--- src/rtl/pc_pkg.sv ---
// Shared definitions for the fetch PC unit and its branch target buffer.
// Provides the default datapath width, the instruction size, the 2-bit
// direction-counter encodings and the saturating counter step functions.
package pc_pkg;

   localparam int unsigned XLEN_DEF   = 32;
   localparam int unsigned INST_BYTES = 4;

   typedef enum logic [1:0] {
      CTR_SNT = 2'b00,
      CTR_WNT = 2'b01,
      CTR_WT  = 2'b10,
      CTR_ST  = 2'b11
   } ctr_t;

   // Step toward strong-taken, saturating at CTR_ST
   function automatic ctr_t ctr_inc(input ctr_t c);
      ctr_t r;
      case (c)
         CTR_SNT: r = CTR_WNT;
         CTR_WNT: r = CTR_WT;
         default: r = CTR_ST;
      endcase
      return r;
   endfunction

   // Step toward strong-not-taken, saturating at CTR_SNT
   function automatic ctr_t ctr_dec(input ctr_t c);
      ctr_t r;
      case (c)
         CTR_ST:  r = CTR_WT;
         CTR_WT:  r = CTR_WNT;
         default: r = CTR_SNT;
      endcase
      return r;
   endfunction

endpackage

--- src/rtl/pc_unit_btb.sv ---
// Direct-mapped branch target buffer with 2-bit saturating direction counters.
// Ports:
//   clk, rst                 clock, synchronous active-high reset (clears valid/ctr)
//   lookup_pc                address looked up combinationally
//   pred_taken_c             lookup hit with counter in a taken state
//   pred_target_c            stored target on a taken prediction, else 0
//   upd_valid/pc/taken/target  branch resolution written at the clock edge
module btb
   import pc_pkg::*;
#(
   parameter int unsigned XLEN  = XLEN_DEF,
   parameter int unsigned DEPTH = 8
) (
   input  logic            clk,
   input  logic            rst,
   input  logic [XLEN-1:0] lookup_pc,
   output logic            pred_taken_c,
   output logic [XLEN-1:0] pred_target_c,
   input  logic            upd_valid,
   input  logic [XLEN-1:0] upd_pc,
   input  logic            upd_taken,
   input  logic [XLEN-1:0] upd_target
);

   localparam int unsigned IDX   = $clog2(DEPTH);
   localparam int unsigned TAG_W = XLEN - IDX - 2;

   logic [DEPTH-1:0] valid_q, valid_d;
   logic [TAG_W-1:0] tag_q    [DEPTH];
   logic [TAG_W-1:0] tag_d    [DEPTH];
   logic [XLEN-1:0]  target_q [DEPTH];
   logic [XLEN-1:0]  target_d [DEPTH];
   ctr_t             ctr_q    [DEPTH];
   ctr_t             ctr_d    [DEPTH];

   logic [IDX-1:0]   lk_idx, up_idx;
   logic [TAG_W-1:0] lk_tag, up_tag;
   logic             lk_hit, up_hit;

   // Byte-offset bits never take part in indexing or tagging
   logic unused_offset_bits;
   assign unused_offset_bits = ^{lookup_pc[1:0], upd_pc[1:0]};

   // Combinational read port
   always_comb begin
      lk_idx        = lookup_pc[IDX+1:2];
      lk_tag        = lookup_pc[XLEN-1:IDX+2];
      lk_hit        = valid_q[lk_idx] && (tag_q[lk_idx] == lk_tag);
      pred_taken_c  = lk_hit && ctr_q[lk_idx][1];
      pred_target_c = pred_taken_c ? target_q[lk_idx] : '0;
   end

   // Next table contents from the resolution port
   always_comb begin
      valid_d  = valid_q;
      tag_d    = tag_q;
      target_d = target_q;
      ctr_d    = ctr_q;
      up_idx   = upd_pc[IDX+1:2];
      up_tag   = upd_pc[XLEN-1:IDX+2];
      up_hit   = valid_q[up_idx] && (tag_q[up_idx] == up_tag);
      if (upd_valid) begin
         if (up_hit) begin
            ctr_d[up_idx] = upd_taken ? ctr_inc(ctr_q[up_idx]) : ctr_dec(ctr_q[up_idx]);
            if (upd_taken) target_d[up_idx] = upd_target;
         end else if (upd_taken) begin
            // Allocate, evicting whatever aliased into this slot
            valid_d[up_idx]  = 1'b1;
            tag_d[up_idx]    = up_tag;
            target_d[up_idx] = upd_target;
            ctr_d[up_idx]    = CTR_WT;
         end
      end
   end

   // Control state: cleared by reset
   always_ff @(posedge clk) begin
      if (rst) begin
         valid_q <= '0;
         ctr_q   <= '{default: CTR_SNT};
      end else begin
         valid_q <= valid_d;
         ctr_q   <= ctr_d;
      end
   end

   // Payload state: meaningless while the valid bit is clear, so not reset
   always_ff @(posedge clk) begin
      tag_q    <= tag_d;
      target_q <= target_d;
   end

endmodule

--- src/rtl/pc_unit.sv ---
// IF-stage program counter with BTB-driven next-fetch prediction.
// Next-PC priority: rst > redirect > stall > BTB predict > pc+4.
// Ports:
//   clk, rst        clock, synchronous active-high reset
//   stall           hold pc (overridden by redirect)
//   redirect/redirect_pc   load corrected fetch address
//   upd_*           branch resolution from EX, trains the BTB
//   pc              registered fetch address
//   pred_taken/pred_target  BTB prediction for the current pc (combinational)
module pc_unit
   import pc_pkg::*;
#(
   parameter int unsigned     XLEN       = XLEN_DEF,
   parameter logic [XLEN-1:0] RESET_PC   = '0,
   parameter bit              TRACE_MODE = 1'b0,
   parameter int unsigned     BTB_DEPTH  = 8
) (
   input  logic            clk,
   input  logic            rst,
   input  logic            stall,
   input  logic            redirect,
   input  logic [XLEN-1:0] redirect_pc,
   input  logic            upd_valid,
   input  logic [XLEN-1:0] upd_pc,
   input  logic            upd_taken,
   input  logic [XLEN-1:0] upd_target,
   output logic [XLEN-1:0] pc,
   output logic            pred_taken,
   output logic [XLEN-1:0] pred_target
);

   // Trace mode starts one instruction early so the first step lands on RESET_PC
   localparam logic [XLEN-1:0] RST_VAL =
      TRACE_MODE ? (RESET_PC - XLEN'(INST_BYTES)) : RESET_PC;

   logic [XLEN-1:0] pc_q, pc_d;

   btb #(
      .XLEN  (XLEN),
      .DEPTH (BTB_DEPTH)
   ) u_btb (
      .clk           (clk),
      .rst           (rst),
      .lookup_pc     (pc_q),
      .pred_taken_c  (pred_taken),
      .pred_target_c (pred_target),
      .upd_valid     (upd_valid),
      .upd_pc        (upd_pc),
      .upd_taken     (upd_taken),
      .upd_target    (upd_target)
   );

   // Next-PC mux; pc+4 wraps modulo 2^XLEN
   always_comb begin
      pc_d = pc_q + XLEN'(INST_BYTES);
      if (redirect)        pc_d = redirect_pc;
      else if (stall)      pc_d = pc_q;
      else if (pred_taken) pc_d = pred_target;
   end

   always_ff @(posedge clk) begin
      if (rst) pc_q <= RST_VAL;
      else     pc_q <= pc_d;
   end

   assign pc = pc_q;

endmodule
--- config.mk ---
export PLATFORM = sky130hd
export DESIGN_NAME = pc_unit
export DESIGN_NICKNAME = d
export VERILOG_FILES = /design/src/rtl/pc_pkg.sv /design/src/rtl/pc_unit_btb.sv /design/src/rtl/pc_unit.sv
export SDC_FILE = /design/constraint.sdc
export NUM_CORES = 1
export LEC_CHECK = 0
export BUFFER_PORTS_ARGS = -buffer_cell sky130_fd_sc_hd__buf_2
export CORE_MARGIN = 8
export CORE_UTILIZATION = 60
export DETAILED_ROUTE_END_ITERATION = 6
export MAX_ROUTING_LAYER = met4
export PLACE_DENSITY = 0.87
export SYNTH_ARGS = -nofsm -noshare
export SYNTH_HDL_FRONTEND = slang
export SYNTH_HIERARCHICAL = 1
export SYNTH_SLANG_ARGS = --single-unit
--- constraint.sdc ---
create_clock -name clk -period 12.4 [get_ports clk]
set_input_delay 1.86 -clock clk [delete_from_list [all_inputs] [get_ports clk]]
set_output_delay 1.86 -clock clk [all_outputs]
set_load 0.02 [all_outputs]
==> metrics <==
PortBufs=164; synthesized instance count=1551; Post-route DRC=0; syn_nets=1654; post-synth top area share=0.587; Die W=217 um; EDFF count, synth=472; CTS Sinks=528; fin. max-slew vios=0; filler cell count=2467; # setup viols final=0; top_reg_cell synth=edfxtp_1; antenna violations before repair=9; Final Hold Fails=0; minimum clock period=6.92 ns; Final Non-Filler Cells=2269; post-DR wirelength/cell=28.9 um; effective utilization at floorplan=0.608; clock buffer depth=3; DP HPWL=38600 um; Vias/cell=6.99; placed cell count=2162; Max VDD drop=135 uV; max_cap viols=0; Worst Path Required=10.54 ns; Leakage=9.14 nW; H-tree depth=2; clock slew at reported path FFs=0.06 ns; global-route wire length before repair=97500 um; most area-consuming cells after synthesis=edfxtp_1 (59%), mux4_2 (12%), mux2i_1 (5.6%), dfxtp_1 (4.6%), nor2_1 (1.4%); Vias=15867; area of the mapped netlist=24100 um^2; Hold WS=0.523 ns; final wirelength=65600 um; GR Util met2=0.441; GRT met3 Usage=0.0701; GR Util All Layers=0.281; unrepaired setup endpoints after global routing=false; M1 GR Usage=0.346; relative slew slack=0.243; Clock Root Buffer=clkbuf_16; Post-CTS Resized=0; area of the multi-input gates=8290 um^2; post-layout util=0.684; gr ovfl total=0; largest net degree at the start of global routing=94; f_max=0.145 GHz; GR peak layer=met2; synthesis-to-layout area growth=12.5%; vias in the first global route=15842; Synth cell types=72; clk_lat worst skew=0.61 ns; DIE AREA=46900 um^2; Yosys reg bits=528; GP Congestion=0.917; Pwr per Cell Area=147 nW/um^2; layout cell share with drive strength beyond 1=0.258; asr flop ratio synth=0; Final period util=0.558; Yosys top cell by area=edfxtp_1; DR pass1 iterations=6; Worst setup SP type=flop; status=completed; kind of critical path=reg -> out; Reg area=15300 um^2; post-synthesis sequential area ratio=0.633; final setup margin=5.48 ns; core area=39700 um^2; Worst Setup End Kind=output port; pre-CTS setup slack=5.99 ns; syn avg cell area=15.6 um^2; Clock Skew=0.0250 ns; number of CTS-inserted buffers=52; die height=217 um; CTS tree=yes; Fin Setup TNS=0 ns; Worst EP arrival=5.06 ns; Slew @ Worst Pin=1.13 ns; Post-CTS Hold Buffers=0; worst-path fanout max=93; Cell Rows=73; initial drt markers=2308; Setup Fix Bufs, Post-CTS=0; NumNets Final=1794; Post-DRT Antenna Nets=0; worst hold path class=reg -> reg; IO Pins=167; Yosys warning count=6
synth_stat cells (25+ instances only):
cell      count
edfxtp_1    472
mux2i_1     135
mux4_2      130
nor2_1       89
a21oi_1      56
dfxtp_1      56
clkbuf_1     55
nand2_1      51
o21ai_0      43
a22oi_1      32
buf_2        28
nand3_1      26
nor3_1       25
final timing paths:
kind	from	to	slack (ns)	cells past startpoint
worst max-delay path	pc[2]$_SDFFE_PP0P_	pred_target[26]	5.48	10
worst min-delay path	u_btb/valid_q[6]$_SDFFE_PP0P_	u_btb/valid_q[6]$_SDFFE_PP0P_	0.52	2
worst max register to register	pc[2]$_SDFFE_PP0P_	pc[31]$_SDFFE_PP0P_	6.78	14
worst min register to register	u_btb/valid_q[6]$_SDFFE_PP0P_	u_btb/valid_q[6]$_SDFFE_PP0P_	0.52	2
state kept, by name (all words and copies together) (netlist names):
signal and count:
u_btb/target_q 256, u_btb/tag_q 216, pc 32, u_btb/ctr_q 16, u_btb/valid_q 8
cell type report:
type                       count  area share
clock buffer                  68      0.0527
timing repair buffer         194      0.0392
multi-input combinational    899       0.305
clock inverter                30      0.0126
antenna                        9    0.000829
tap                          525      0.0242
sequential                   528       0.563
inverter                      16     0.00221
kinds of logic (layout without fill, tap and decap cells):
group	count (synthesis)	after routing	synth area share
mux	288	288	0.188
other cells	0	9	0
simple gates	326	326	0.0705
buf+inv	124	308	0.0251
compound gates	248	248	0.0695
flops	528	528	0.633
fa+ha+maj	2	2	0.000933
xor+xnor	35	35	0.0127
routing by layer:
metal,vias to the layer above,share of wire
li1,6583,-
met1,7879,0.36
met2,1182,0.48
met3,223,0.12
met4,0,0.047
met5,-,0
worst max-delay path: stages, from the launching register on:
cell,delay [ns]
dfxtp_4,0.81
buf_12,0.63
mux4_2,0.60
mux2i_1,0.34
xor2_1,0.31
nand4_1,0.13
nor4_1,0.46
nand4_1,0.13
buf_4,0.31
nor2_1,0.35
buf_2,0.24
layout by cell type (no fill, tap or decap), types with 6 or more instances in the layout:
master / n
a211oi_1: 9
a21oi_1: 56
a221oi_1: 10
a22o_1: 7
a22oi_1: 32
and2_1: 13
and3_1: 16
buf_2: 163
buf_4: 29
bufinv_16: 6
clkbuf_1: 10
clkbuf_16: 53
clkinv_1: 9
clkinv_2: 9
dfxtp_1: 53
diode_2: 9
edfxtp_1: 472
inv_1: 16
mux2_2: 20
mux2i_1: 135
mux4_2: 130
nand2_1: 51
nand2b_1: 13
nand3_1: 26
nand4_1: 22
nor2_1: 89
nor2b_1: 10
nor3_1: 17
nor3_2: 8
nor3b_1: 6
nor4_1: 19
o211ai_1: 12
o21ai_0: 43
o22ai_1: 19
o31ai_1: 9
or3_1: 11
xnor2_1: 13
xor2_1: 22
through the flow:
step | cell area, um^2 | total power [W]
floorplan | 24100 | 0.00228
global placement | 25400 | 0.00238
detailed placement | 25400 | 0.00240
CTS | 27100 | 0.00401
global route | 27200 | 0.00410
finish | 27200 | 0.00400
report_power, final:
group / leakage, nW / switching [W] / internal, W / total (W)
sequential: 4.72 / 0.0000471 / 0.00198 / 0.00202
clock: 0.868 / 0.000685 / 0.000947 / 0.00163
combinational: 3.55 / 0.000200 / 0.000147 / 0.000348
Note: power is estimated with default switching activity, not from simulation.
